<file path="config.mk">
export PLATFORM = sky130hd
export DESIGN_NAME = polara_lb_idle_timer
export DESIGN_NICKNAME = d
export VERILOG_FILES = /design/src/rtl/polara_lb_idle_timer.sv
export SDC_FILE = /design/constraint.sdc
export NUM_CORES = 1
export LEC_CHECK = 0
export ABC_AREA = 1
export CORE_UTILIZATION = 50
export DETAILED_ROUTE_END_ITERATION = 16
export PLACE_DENSITY = 0.7
export SLEW_MARGIN = 20
export SYNTH_ARGS = -nofsm -noshare
export SYNTH_HDL_FRONTEND = slang
export SYNTH_SLANG_ARGS = --single-unit
</file>
<file path="constraint.sdc">
create_clock -name chipset_clk -period 1.99 [get_ports chipset_clk]
set_clock_uncertainty 0.2 [all_clocks]
set_input_delay 0.398 -clock chipset_clk [delete_from_list [all_inputs] [get_ports chipset_clk]]
set_output_delay 0.398 -clock chipset_clk [all_outputs]
set_load 0.02 [all_outputs]
</file>
<file path="src/rtl/polara_lb_idle_timer.sv">
// rtl/polara_lb_idle_timer.sv - counts idle cycles while enabled; sticky expired flag after TIMEOUT_CYCLES
module polara_lb_idle_timer #(
  parameter int TIMEOUT_CYCLES = 1024
) (
  input  logic chipset_clk,
  input  logic chipset_rst_n,
  input  logic clear,
  input  logic enable,
  input  logic tick,
  output logic expired
);

  localparam int CW = $clog2(TIMEOUT_CYCLES);
  localparam logic [CW-1:0] LAST = CW'(TIMEOUT_CYCLES - 1);

  logic [CW-1:0] count_q;

  // While enabled, a cycle without tick means activity and restarts the count.
  always_ff @(posedge chipset_clk or negedge chipset_rst_n) begin
    if (!chipset_rst_n) begin
      count_q <= '0;
      expired <= 1'b0;
    end else if (clear) begin
      count_q <= '0;
      expired <= 1'b0;
    end else if (enable && !expired) begin
      if (!tick) begin
        count_q <= '0;
      end else if (count_q == LAST) begin
        expired <= 1'b1;
      end else begin
        count_q <= count_q + CW'(1);
      end
    end
  end

endmodule

</file>
==> results.ini, run 1 <==
[outcome]
status = completed

[timing]
rsz0062_at_grt = no
finalCritPeriodShare_pct = 91.43
tightest_slew_ps = 500.9
worst_hold_slack_ps = 254.4
max_freq_ghz = 0.5496
min_period_ps = 1820
setup_tns_ps = 0
setup_viol = 0
relSlewSlack_pct = 66.50
slew_violations = 0
finalHoldViolations = 0

[hold_path]
hold_class = input port to asynchronous set/reset pin

[final_layout]
final_cells = 131
antenna_cells = 0
nNetsFinal = 123
fillers = 120
final_util_pct = 61.44
drive_gt1_share_pct = 6.034
multi_input_area_sq_um = 365.4
register_area_sq_um = 275.3
fin_area_sq_um = 799.5
area_delta_synth_final_pct = 13.50

[routing]
vias = 634
drc = 0
drt_first_pass_iters = 4
postRouteWirelength_um = 1362
viasPerCell = 4.840
final_antenna_net_count = 0
wl_per_cell_um = 10.40
initialDrtViolationCount = 6

[clock_tree]
clockBufferDepth = 2
cts_post_setup_buffers_inserted = 0
clk_transition_reported_paths_ps = 70
clock-sinks = 11
hold_buffers = 0
insertion_delay_ps = 270
cts_root_buf = clkbuf_4
numCtsBuffers = 3
cts_tree = done
htree_levels = 1
cts_resized = 0

[grt]
grt_start_max_net_pins = 12
antenna_found_initial = 0
grt_overflow = 0
grt_pass1_wl_um = 2132
grtUsageTotal_pct = 21.62
grt_pass1_vias = 526

[power_and_ir_drop]
pwr-share-seq_pct = 54.7
switching_share_pct = 24.54
p_leak_nw = 0.4396
p_switching_w = 0.0001031
p_clk_share_pct = 37.4
powerDensity_nw_per_um2 = 525.4
combPwrFrac_pct = 7.9
peakVddDrop_mv = 0.3030
power.internal_w = 0.0003170

[floorplanning]
design.die.area_sq_um = 1563
chipHeight_um = 39.54
die_w_um = 39.54
pin_count = 6
initial_core_util_pct = 54.13
core_area_sq_um = 1301
fp-row-count = 13

[critical_path]
end_kind = output pin
cp-start-kind = register
slowest_stage = clkdlybuf4s50_1
crit_buf_inv = 1
path_delay_family = buffers and inverters
path_cells = clkdlybuf4s50_1
slowest_delay_ps = 600
crit_required_ps = 1390
cp_max_fo = 2
worstSetupPathType = register to output pin
crit_arrival_ps = 1220

[synthesis]
yosysSeqAreaShare_pct = 39.08
syn_nets = 113
syn-cell-area_sq_um = 704.4
avgSynthCellArea_sq_um = 6.583
syn_inst = 107
synth_warnings = 0
ys_ff_latch = 11
yosys.cell_types.count = 13

[placement]
dp.cells = 127
gp_congestion = 0.7819
place_hpwl_um = 1027
placed_cell_area_sq_um = 773.2
port-buffer-count = 5

[run]
maxCapViolCount = 0

## sequential cells by signal, summed over array words and instances (netlist names)
name	flops
expired	1
count_q	10
## stage by stage
step | power, W | worst slack [ps]
after floorplan | 0.0002503 | 474.9
after global placement | 0.0002675 | 187.0
after detailed placement | 0.0002683 | 152.0
after CTS | 0.0004241 | 153.6
after global routing | 0.0004416 | 104.2
final | 0.0004201 | 170.5
## path summary, 6_finish.rpt
check | start | endpoint | slack, ps | depth (start not counted)
max in group asynchronous | chipset_rst_n | count_q[8]$_DFFE_PN0P_ | 1000 | 1
min | chipset_rst_n | count_q[7]$_DFFE_PN0P_ | 250 | 1
max | expired$_DFFE_PN0P_ | expired | 170 | 1
max reg2reg | count_q[0]$_DFFE_PN0P_ | count_q[6]$_DFFE_PN0P_ | 280 | 7
min reg2reg | count_q[1]$_DFFE_PN0P_ | count_q[1]$_DFFE_PN0P_ | 320 | 2
min in group chipset_clk | count_q[1]$_DFFE_PN0P_ | count_q[1]$_DFFE_PN0P_ | 320 | 2
## placed cells by master (no fill, tap or decap), types with 2 or more instances in the layout
| cell | count |
|---|---|
| nand2_1 | 52 |
| a21oi_1 | 2 |
| nand4_1 | 3 |
| clkdlybuf4s50_1 | 5 |
| nor2_1 | 8 |
| nand3_1 | 5 |
| dfrtp_1 | 11 |
| nor2_2 | 2 |
| xor2_1 | 3 |
| inv_1 | 17 |
| clkbuf_4 | 3 |
## metal layers
metal | wire length, um | track usage (%) | vias up
li1 | - | - | 343
met1 | 635 | 26.57 | 280
met2 | 654 | 32.38 | 6
met3 | 27 | 5.114 | 5
met4 | 45 | 15.52 | 0
met5 | 0 | 0 | -
## synthesized netlist by cell type
library cell / number / area [sq um]
nand3_2: 1 / 10.01
xor2_1: 3 / 26.28
a21oi_1: 2 / 10.01
ha_1: 1 / 12.51
nor2_1: 8 / 30.03
o21ai_4: 1 / 16.27
xnor2_1: 1 / 8.760
dfrtp_1: 11 / 275.3
nand2_1: 52 / 195.2
nand3_1: 5 / 25.02
nor2_2: 2 / 12.51
nand4_1: 3 / 18.77
inv_1: 17 / 63.81
## kinds of logic after synthesis
group	count (synthesis)	share of synthesized area [%]
AND/OR/NAND/NOR	71	41.39
buffers and inverters	17	9.058
flip-flops	11	39.08
XOR/XNOR	4	4.974
AO/OA/AOI/OAI	3	3.731
adder cells (fa/ha/maj)	1	1.776
## power by group through the flow
stage / Clock (W) / Sequential, W / Combinational (W)
finish: 0.000157 / 0.000230 / 0.0000333
global placement: 0 / 0.000234 / 0.0000334
detailed placement: 0 / 0.000234 / 0.0000340
global route: 0.000174 / 0.000230 / 0.0000375
floorplan: 0 / 0.000233 / 0.0000170
CTS: 0.000160 / 0.000230 / 0.0000340
## final cells by class
| type | count | share of cell area [%] |
|---|---|---|
| Tap cell | 15 | 2.347 |
| Multi-Input combinational cell | 79 | 45.70 |
| Clock buffer | 4 | 3.286 |
| Timing Repair Buffer | 5 | 6.260 |
| Sequential cell | 11 | 34.43 |
| Inverter | 17 | 7.981 |
Power figures use the tool's default switching activity.
==> run 2: changes to the inputs <==
==> constraint.sdc (replaced) <==
create_clock -name chipset_clk -period 1.8 [get_ports chipset_clk]
set_clock_uncertainty 0.2 [all_clocks]
set_input_delay 0.36 -clock chipset_clk [delete_from_list [all_inputs] [get_ports chipset_clk]]
set_output_delay 0.36 -clock chipset_clk [all_outputs]
set_load 0.02 [all_outputs]
==> results.ini, run 2 (synthesized netlist as in run 1, its figures left out) <==
[outcome]
status = completed

[placement]
gp_congestion = 0.7789  ; -0.38%
place_hpwl_um = 1025  ; -0.14%
dp.cells = 129  ; +1.6%
port-buffer-count = 5  ; unchanged

[critical_path]
cp_max_fo = 10  ; +8
end_kind = register
crit_arrival_ps = 1630  ; +410 ps
worstSetupPathType = register to register
crit_required_ps = 1810  ; +420 ps
cp-start-kind = register

[final_layout]
layout_common_cells = nand2_1, inv_1, dfrtp_1
drive_gt1_share_pct = 7.627  ; +1.6 points
final_cells = 133  ; +1.5%
nNetsFinal = 125  ; +1.6%
largest_reg_flops = 10  ; unchanged
register_area_sq_um = 275.3  ; unchanged
final_common_cell = nand2_1
multi_input_area_sq_um = 365.4  ; unchanged
area_delta_synth_final_pct = 15.99
largest_registers = count_q: 10 flops, expired: 1 flops
top_register = count_q
fillers = 122  ; +1.7%
antenna_cells = 0  ; unchanged

[timing]
finalCritPeriodShare_pct = 90.00
setup_tns_ps = 0  ; unchanged
rsz0062_at_grt = no
setup_viol = 0  ; unchanged
relSlewSlack_pct = 65.39  ; -1.1 points
min_period_ps = 1620
tightest_slew_ps = 517.5  ; +16.68 ps
slew_violations = 0  ; unchanged
finalHoldViolations = 0  ; unchanged
max_freq_ghz = 0.6173

[floorplanning]
pin_count = 6  ; unchanged
chipHeight_um = 39.54  ; unchanged
initial_core_util_pct = 54.13  ; unchanged
core_area_sq_um = 1301  ; unchanged
design.die.area_sq_um = 1563  ; unchanged
fp-row-count = 13  ; unchanged
die_w_um = 39.54  ; unchanged

[clock_tree]
htree_levels = 1  ; unchanged
cts_root_buf = clkbuf_4
insertion_delay_ps = 270  ; about the same
hold_buffers = 0  ; unchanged
cts_tree = done
clk_transition_reported_paths_ps = 70  ; about the same
clockBufferDepth = 2  ; unchanged
clock-sinks = 11  ; unchanged
numCtsBuffers = 3  ; unchanged

[grt]
grt_overflow = 0  ; unchanged
antenna_found_initial = 0  ; unchanged
grt_start_max_net_pins = 12  ; unchanged
grt_pass1_wl_um = 2208  ; +3.6%
grtUsageTotal_pct = 22.22  ; +0.61 points
grt_pass1_vias = 502  ; -4.6%

[power_and_ir_drop]
peakVddDrop_mv = 0.3918  ; +29%
p_total_w = 0.0004687  ; +12%
p_leak_nw = 0.4680  ; +6.5%
powerDensity_nw_per_um2 = 573.7  ; +9.2%

[routing]
vias = 653  ; +3.0%
initialDrtViolationCount = 27  ; +21
wl_per_cell_um = 10.40  ; about the same
viasPerCell = 4.910  ; +1.4%
postRouteWirelength_um = 1383  ; +1.5%
final_antenna_net_count = 0  ; unchanged
drt_first_pass_iters = 4  ; unchanged
drc = 0  ; unchanged

[hold_path]
hold_class = input port to asynchronous set/reset pin

[run]
maxCapViolCount = 0  ; unchanged

run 2: cell count changes in the layout (fill, tap and decap cells not counted), sizes merged:
cell / before / now
buf: 0 / 2
dlymetal6s2s: 0 / 1
clkdlybuf4s50: 5 / 4
run 2: path summary, 6_finish.rpt:
path,startpoint,endpoint,slack (ps),cells past startpoint
min,chipset_rst_n,expired$_DFFE_PN0P_,230,1
min reg2reg,count_q[1]$_DFFE_PN0P_,count_q[1]$_DFFE_PN0P_,320,2
max reg2reg,count_q[1]$_DFFE_PN0P_,count_q[6]$_DFFE_PN0P_,180,7
min in group chipset_clk,count_q[1]$_DFFE_PN0P_,count_q[1]$_DFFE_PN0P_,320,2
max in group asynchronous,chipset_rst_n,count_q[2]$_DFFE_PN0P_,830,1
max,count_q[1]$_DFFE_PN0P_,count_q[6]$_DFFE_PN0P_,180,7
run 2: metal layers:
metal	global-route usage (%)	wire length (um)
met1	31.32	682
met2	30.33	622
met3	6.818	51
met4	10.34	27
met5	0	0
run 2: final cells by class:
| class | count | area share, % |
|---|---|---|
| multi-input cells | 79 | 44.72 |
| flip-flops and latches | 11 | 33.69 |
| repair buffers | 7 | 8.270 |
| inverters | 17 | 7.810 |
| clock buffers | 4 | 3.216 |
| well taps | 15 | 2.297 |
run 2: timing repair:
action	4_1_cts	5_1_grt
setup buffers	0	0
gates resized for setup	0	1
endpoints found under the setup margin	0	1
run 2: power by group:
part / internal, W / leakage (nW) / switching [W]
Combinational: 0.0000182 / 0.300 / 0.0000253
Clock: 0.0000859 / 0.0150 / 0.0000874
Sequential: 0.000250 / 0.153 / 0.00000209
Total: 0.000354 / 0.468 / 0.000115
run 2: critical path, cell delays in order, from the launching register on:
cell and delay (ps):
dfrtp_1 370, ha_1 200, nand2_1 80, nor2_2 120
nand3_2 140, o21ai_4 290, nand2_1 80, nand2_1 80
run 2: metrics by stage:
| step | worst slack (ps) | util, % | hold slack, ps | cell area (sq um) |
|---|---|---|---|---|
| global route | 27.09 | 62.79 | 273.2 | 817.0 |
| CTS | 4.872 | 62.60 | 235.8 | 814.5 |
| finish | 180.0 | 62.79 | 226.5 | 817.0 |
| floorplan | 284.9 | - | -135.6 | 704.4 |
| detailed placement | 0.7885 | 60.58 | 309.2 | 788.3 |
| global placement | 38.96 | 60.58 | 287.0 | 788.3 |
==> run 3: changes to the inputs <==
--- a/config.mk
+++ b/config.mk
@@ -6,6 +6,7 @@
 export NUM_CORES = 1
 export LEC_CHECK = 0
 export ABC_AREA = 1
+export CORE_MARGIN = 10
 export CORE_UTILIZATION = 50
 export DETAILED_ROUTE_END_ITERATION = 16
 export PLACE_DENSITY = 0.7
==> results.ini, run 3 (synthesized netlist as in run 1, its figures left out) <==
[floorplanning]
pin_count = 6  ; unchanged
core_area_sq_um = 1318  ; +1.2%
fp-row-count = 13  ; unchanged
chipHeight_um = 57.54  ; +46%
design.die.area_sq_um = 3310  ; +110%
die_w_um = 57.54  ; +46%
initial_core_util_pct = 53.47  ; -0.67 points

[final_layout]
final_util_pct = 62.20  ; -0.59 points
nNetsFinal = 125  ; unchanged
layout_common_cells = nand2_1, inv_1, dfrtp_1
final_common_cell = nand2_1
drive_gt1_share_pct = 8.475  ; +0.85 points
area_delta_synth_final_pct = 16.34
top_register = count_q
largest_registers = count_q: 10 flops, expired: 1 flops
antenna_cells = 0  ; unchanged
final_cells = 133  ; unchanged
fillers = 123  ; +0.82%
largest_reg_flops = 10  ; unchanged

[placement]
dp.cells = 129  ; unchanged
place_hpwl_um = 1075  ; +4.8%
dpl_worst_slack_ps = -10.11  ; -10.90 ps
port-buffer-count = 5  ; unchanged
gp_congestion = 0.8005  ; +2.8%

[routing]
vias = 668  ; +2.3%
wl_met3_um = 87  ; +71%
initialDrtViolationCount = 16  ; -41%
drc = 0  ; unchanged
wl_per_cell_um = 10.51  ; +1.1%
viasPerCell = 5.023  ; +2.3%
postRouteWirelength_um = 1398  ; +1.1%
final_antenna_net_count = 0  ; unchanged
dr_wl_met2_um = 622  ; unchanged
drt_first_pass_iters = 4  ; unchanged
met1_length_um = 658  ; -3.5%
top_layer_used = met4

[outcome]
status = completed

[power_and_ir_drop]
p_total_w = 0.0004715  ; +0.59%
powerDensity_nw_per_um2 = 575.3  ; +0.29%
p_leak_nw = 0.4653  ; -0.58%
peakVddDrop_mv = 0.3736  ; -4.6%

[run]
maxCapViolCount = 0  ; unchanged

[timing]
max_freq_ghz = 0.6043  ; -2.1%
worst_slack_ps = 145.2  ; -34.74 ps
finalCritPeriodShare_pct = 91.93  ; +1.9 points
setup_viol = 0  ; unchanged
finalHoldViolations = 0  ; unchanged
slew_violations = 0  ; unchanged
rsz0062_at_grt = no
relSlewSlack_pct = 67.15  ; +1.8 points
min_period_ps = 1655  ; +34.74 ps
tightest_slew_ps = 491.2  ; -26.32 ps

[grt]
grt_pass1_wl_um = 2511  ; +14%
grt_overflow = 0  ; unchanged
grt_start_max_net_pins = 12  ; unchanged
grtUsageTotal_pct = 9.220  ; -13 points
grt_pass1_vias = 597  ; +19%
antenna_found_initial = 0  ; unchanged

[critical_path]
path_common_cell = nand2_1
cp_max_fo = 10  ; unchanged
cp-start-kind = register
path_cells = ha_2 -> nand2_1 -> nor2_2 -> nand3_2 -> o21ai_4 -> nand2_1 -> nand2_1
worstSetupPathType = register to register
slowest_delay_ps = 380  ; about the same
end_kind = register
slowest_stage = dfrtp_1
crit_arrival_ps = 1670  ; +40 ps
crit_required_ps = 1810  ; about the same

[clock_tree]
cts_tree = done
insertion_delay_ps = 270  ; about the same
cts_resized = 0  ; unchanged
clockBufferDepth = 2  ; unchanged
clk_transition_reported_paths_ps = 70  ; about the same
cts_post_setup_buffers_inserted = 0  ; unchanged
numCtsBuffers = 3  ; unchanged
hold_buffers = 0  ; unchanged
cts_root_buf = clkbuf_4
htree_levels = 1  ; unchanged
clock-sinks = 11  ; unchanged

[hold_path]
hold_class = input port to asynchronous set/reset pin

[run 3: cell counts in the layout (fill, tap and decap cells not counted)]
No cell type changed its count.
[run 3: area by class of cell]
class / instances / area [sq um] / area share, %
multi-input cells: 79 / 367.9 / 44.89
flip-flops and latches: 11 / 275.3 / 33.59
well taps: 15 / 18.77 / 2.290
clock buffers: 4 / 26.28 / 3.206
inverters: 17 / 63.81 / 7.786
repair buffers: 7 / 67.56 / 8.244
[run 3: report_power, final]
part           internal, W  switching, W  total [W]  leakage (nW)
Combinational    0.0000184     0.0000255  0.0000440         0.298
Clock            0.0000860     0.0000894   0.000175        0.0150
Sequential        0.000250    0.00000234   0.000252         0.153
Total             0.000354      0.000117   0.000472         0.465
[run 3: final timing paths]
| check | from | to | depth (start not counted) | slack (ps) |
|---|---|---|---|---|
| setup / recovery | count_q[1]$_DFFE_PN0P_ | count_q[0]$_DFFE_PN0P_ | 7 | 150 |
| hold / removal | chipset_rst_n | expired$_DFFE_PN0P_ | 1 | 210 |
| setup reg to reg | count_q[1]$_DFFE_PN0P_ | count_q[0]$_DFFE_PN0P_ | 7 | 150 |
| hold reg to reg | count_q[1]$_DFFE_PN0P_ | count_q[1]$_DFFE_PN0P_ | 2 | 320 |
| max in group asynchronous | chipset_rst_n | count_q[4]$_DFFE_PN0P_ | 1 | 860 |
| min in group chipset_clk | count_q[1]$_DFFE_PN0P_ | count_q[1]$_DFFE_PN0P_ | 2 | 320 |
[run 3: critical path, delay by kind of cell, from the launching register on]
kind            cells  cell delay (ps)
compound gates      1              290
fa+ha+maj           1              210
flops               1              380
simple gates        5              500
[run 3: metal layers]
| metal | up-vias | global-route usage, % |
|---|---|---|
| met5 | - | 0 |
| met4 | 0 | 4.027 |
| met3 | 5 | 3.097 |
| met2 | 18 | 14.11 |
| met1 | 300 | 11.38 |
| li1 | 345 | - |
[run 3: stage by stage]
step                      setup TNS [ps]  cell area [sq um]  hold WS [ps]
after floorplan                        0              704.4        -135.6
after global placement                 0              788.3         289.1
after detailed placement          -16.34              788.3         306.9
after CTS                              0              814.5         231.1
after global routing                   0              819.5         242.1
final                                  0              819.5         212.5
